### src/rtl/ifu_fetch.sv
// ifu_fetch: single-outstanding instruction fetch unit.
// Holds the fetch PC, issues one request at a time to instruction memory,
// and presents the returned word with its PC to decode. A redirect from
// execute replaces the PC and squashes any stale in-flight fetch.
module ifu_fetch #(
    parameter int          DATA_WIDTH = 32,
    parameter logic [31:0] RESET_PC   = 32'h8000_0000
) (
    input  logic                  clk,
    input  logic                  rst,
    output logic                  imem_req_valid,
    output logic [31:0]           imem_req_addr,
    input  logic                  imem_req_ready,
    input  logic                  imem_rsp_valid,
    input  logic [DATA_WIDTH-1:0] imem_rsp_data,
    output logic                  inst_valid,
    output logic [DATA_WIDTH-1:0] inst,
    output logic [31:0]           inst_pc,
    input  logic                  inst_ready,
    input  logic                  redirect_valid,
    input  logic [31:0]           redirect_pc,
    output logic [31:0]           pc
);

    typedef enum logic [1:0] {IDLE, REQ, WAIT, HOLD} state_t;

    state_t      state;
    logic        drop;      // outstanding response belongs to a squashed fetch
    logic [31:0] pc_q;
    logic [31:0] redir_tgt;

    // Redirect targets are word aligned; low bits are simply discarded.
    assign redir_tgt      = {redirect_pc[31:2], 2'b00};

    assign pc             = pc_q;
    assign imem_req_addr  = pc_q;
    assign imem_req_valid = (state == REQ);

    // Fetch FSM: PC, squash flag and the decode-side output register.
    always_ff @(posedge clk) begin
        if (rst) begin
            state      <= IDLE;
            pc_q       <= RESET_PC;
            drop       <= 1'b0;
            inst_valid <= 1'b0;
            inst       <= '0;
            inst_pc    <= '0;
        end else begin
            case (state)
                IDLE: state <= REQ;

                REQ: begin
                    // Address may move while unaccepted; memory only
                    // samples it on the handshake.
                    if (redirect_valid)
                        pc_q <= redir_tgt;
                    if (imem_req_ready) begin
                        state <= WAIT;
                        // Request already went out for the old PC: squash it.
                        drop  <= redirect_valid;
                    end
                end

                WAIT: begin
                    if (imem_rsp_valid) begin
                        if (!drop && !redirect_valid) begin
                            inst       <= imem_rsp_data;
                            inst_pc    <= pc_q;
                            inst_valid <= 1'b1;
                            state      <= HOLD;
                        end else begin
                            if (redirect_valid)
                                pc_q <= redir_tgt;
                            drop  <= 1'b0;
                            state <= REQ;
                        end
                    end else if (redirect_valid) begin
                        pc_q <= redir_tgt;
                        drop <= 1'b1;
                    end
                end

                HOLD: begin
                    // Redirect wins over the sequential increment.
                    if (redirect_valid) begin
                        pc_q       <= redir_tgt;
                        inst_valid <= 1'b0;
                        state      <= REQ;
                    end else if (inst_ready) begin
                        pc_q       <= pc_q + 32'd4;
                        inst_valid <= 1'b0;
                        state      <= REQ;
                    end
                end

                default: state <= IDLE;
            endcase
        end
    end

endmodule
### config.mk
export PLATFORM = sky130hd
export DESIGN_NAME = ifu_fetch
export DESIGN_NICKNAME = d
export VERILOG_FILES = /design/src/rtl/ifu_fetch.sv
export SDC_FILE = /design/constraint.sdc
export NUM_CORES = 1
export LEC_CHECK = 0
export ABC_AREA = 1
export CORE_MARGIN = 3
export CORE_UTILIZATION = 43
export DETAILED_ROUTE_END_ITERATION = 8
export HOLD_SLACK_MARGIN = 0.03
export PLACE_DENSITY_LB_ADDON = 0.12
export SLEW_MARGIN = 20
export SYNTH_ARGS = -nofsm -noshare
export SYNTH_HDL_FRONTEND = slang
export SYNTH_SLANG_ARGS = --single-unit
### constraint.sdc
create_clock -name clk -period 2 [get_ports clk]
set_input_delay 0.3 -clock clk [delete_from_list [all_inputs] [get_ports clk]]
set_output_delay 0.3 -clock clk [all_outputs]
set_load 0.02 [all_outputs]
==> results.json <==
{
  "crit_chain": "clkdlybuf4s50_1",
  "rows": 38,
  "htree_num_levels": 3,
  "worstSetupEndpointType": "output pin",
  "drc": 0,
  "ant_nets": 0,
  "synth_top_area_share_pct": 39.7,
  "ios": 200,
  "clk_latency_ns": 0.34,
  "avgRoutedWirePerCell_um": 15.1,
  "die_area_mm2": 0.0126,
  "multi_input_area_mm2": 0.00236,
  "synth_top_cell_by_area": "dfxtp_1",
  "maxCapViolCount": 0,
  "avgSynthCellArea_um2": 6.60,
  "critPathKind": "reg -> out",
  "grt_max_degree": 65,
  "hpwl_um": 11900,
  "ys_top_cells_by_area": "dfxtp_1 (40%), nor2_1 (13%), nand2_1 (12%)",
  "setup_tns_ns": 0,
  "area_growth_pct": 45.6,
  "num_vias": 5307,
  "start_util_pct": 44.2,
  "antenna-diode-count": 0,
  "layout_common_cells": "clkdlybuf4s50_1 (191), nor2_1 (165), nand2_1 (151)",
  "grt_pass1_vias": 5131,
  "power_w": 0.00466,
  "io_buffers": 191,
  "drv_slew": 0,
  "yosysWarnings": 0,
  "drive_gt1_share_pct": 6.00,
  "fill_cells": 1018,
  "cp_max_fo": 7,
  "hold_violations": 0,
  "cts_buffers": 9,
  "die_y_um": 112,
  "routed_via_density": 5.10,
  "syn_area_mm2": 0.00484,
  "antenna_found_initial": 0,
  "synthCells": 733,
  "hp-class": "reg -> reg",
  "leakagePower_nw": 2.69,
  "setup_ws_ns": 0.148,
  "track_usage_pct": 24.2,
  "firstDrtPassIters": 5,
  "cts_num_sinks": 96,
  "layout_commonest_cell": "clkdlybuf4s50_1",
  "outcome": "finished clean",
  "place_congestion": 0.882,
  "dpl_worst_slack_ns": -0.0867,
  "critPathTopFamily": "buffers and inverters",
  "critPathLaunchType": "register",
  "drtIter0Drc": 409,
  "ctsHoldBuffers": 0,
  "grt_pass1_wl_um": 25100,
  "cts_buffer_depth": 2,
  "critical_path_required_ns": 1.70,
  "fin_crit_ns": 1.85,
  "nets": 970,
  "critPathBufInv": 1,
  "grt_setup_unrepaired": "no",
  "clockRootBuffer": "clkbuf_16",
  "core_mm2": 0.0109,
  "finClkSkew_ns": 0.00699,
  "synth.distinct_cells": 31,
  "regArea_mm2": 0.00192,
  "fmax_ghz": 0.540,
  "cts_setup_buffers": 0,
  "critPathArrivalTime_ns": 1.55,
  "ys_ff_latch": 96,
  "vdd_drop_max_uv": 363,
  "setup_viol": 0,
  "max_stage_delay_ns": 0.69,
  "power.density_mw_per_mm2": 662,
  "tritoncts": "yes",
  "fin_crit_sh_pct": 92.6,
  "wirelength_um": 15700,
  "slowest_stage": "clkdlybuf4s50_1",
  "clk_pin_slew_ns": 0.07,
  "die_x_um": 112,
  "synth-seq-area-share_pct": 39.7,
  "grt_overflow": 0
}
[Yosys cell counts]
cell type	number
a21oi_1	53
o31ai_1	2
nand2_4	1
nand2_1	151
xor2_1	1
buf_1	2
nor2_4	2
nand3_1	29
clkbuf_1	18
buf_2	13
a21oi_2	1
inv_1	41
inv_2	2
o21a_1	1
nand2_2	2
dfxtp_1	96
nor3_1	5
nand3b_1	2
buf_4	36
o2111ai_1	1
a31oi_1	1
buf_6	1
nor2_1	165
conb_1	1
nor3_2	1
ha_1	5
o21ai_0	88
nor2_2	6
o21ai_1	1
a311oi_1	1
nand4_1	4
[stage by stage]
| step | utilization (%) | instance area [um2] | instances | hold slack (ns) |
|---|---|---|---|---|
| 5_1_grt | 64.4 | 7040 | 1040 | 0.508 |
| 3_5_place_dp | 61.6 | 6730 | 1024 | 0.472 |
| 2_1_floorplan | - | 4850 | 738 | 0.435 |
| 3_3_place_gp | 61.6 | 6730 | 1024 | 0.471 |
| 6_report | 64.4 | 7040 | 1040 | 0.486 |
| 4_1_cts | 64.3 | 7030 | 1040 | 0.484 |
[layout make-up]
class / count / area share [%]
Tap cell: 140 / 2.49
Inverter: 43 / 2.29
Timing Repair Buffer: 216 / 30.2
Sequential cell: 96 / 27.3
Multi-Input combinational cell: 529 / 33.5
Clock buffer: 11 / 3.30
Clock inverter: 5 / 0.924
[flip-flops by register name (all words and copies together), names as in the netlist]
signal	flops
inst_pc	30
drop	1
imem_req_addr	30
inst	32
inst_valid	1
state	2
[metal layers]
| metal | global-route usage [%] | share of wire (%) |
|---|---|---|
| met1 | 28.7 | 41 |
| met2 | 42.0 | 49 |
| met3 | 7.12 | 8.2 |
| met4 | 8.49 | 2.3 |
| met5 | 0 | 0 |
[path summary, 6_finish.rpt]
check | startpoint | to | slack [ns] | cells after the start
max | imem_req_addr[22] | pc[22] | 0.15 | 1
min | drop | drop | 0.49 | 2
max reg2reg | state[1] | imem_req_addr[8] | 0.19 | 8
min reg2reg | drop | drop | 0.49 | 2
[repair_timing]
action / 4_1_cts / 5_1_grt
hold endpoints to repair: 0 / 0
gates resized for setup: 0 / 2
endpoints found under the setup margin: 0 / 2
[where the power goes]
part | leakage [nW] | total, W | switching (W) | internal (W)
Clock | 0.138 | 0.00174 | 0.000757 | 0.000982
Sequential | 0.778 | 0.00207 | 0.0000881 | 0.00198
Combinational | 1.78 | 0.000852 | 0.000438 | 0.000414
[cell families after synthesis]
logic type                 after synthesis  share of synthesized area (%)
and+or+nand+nor                        368                           30.8
AOI/OAI and AO/OA                      149                           15.8
buffers and inverters                  113                           12.1
DFF                                     96                           39.7
adders and majority gates                5                           1.29
xor gates and xnor gates                 1                          0.181
other                                    1                         0.0775
[worst min-delay path, cell delays in order, from the launching register on]
cell and delay [ns]:
dfxtp_1 0.32, nand2_1 0.06, a21oi_1 0.05
(Power assumes the default switching activity.)
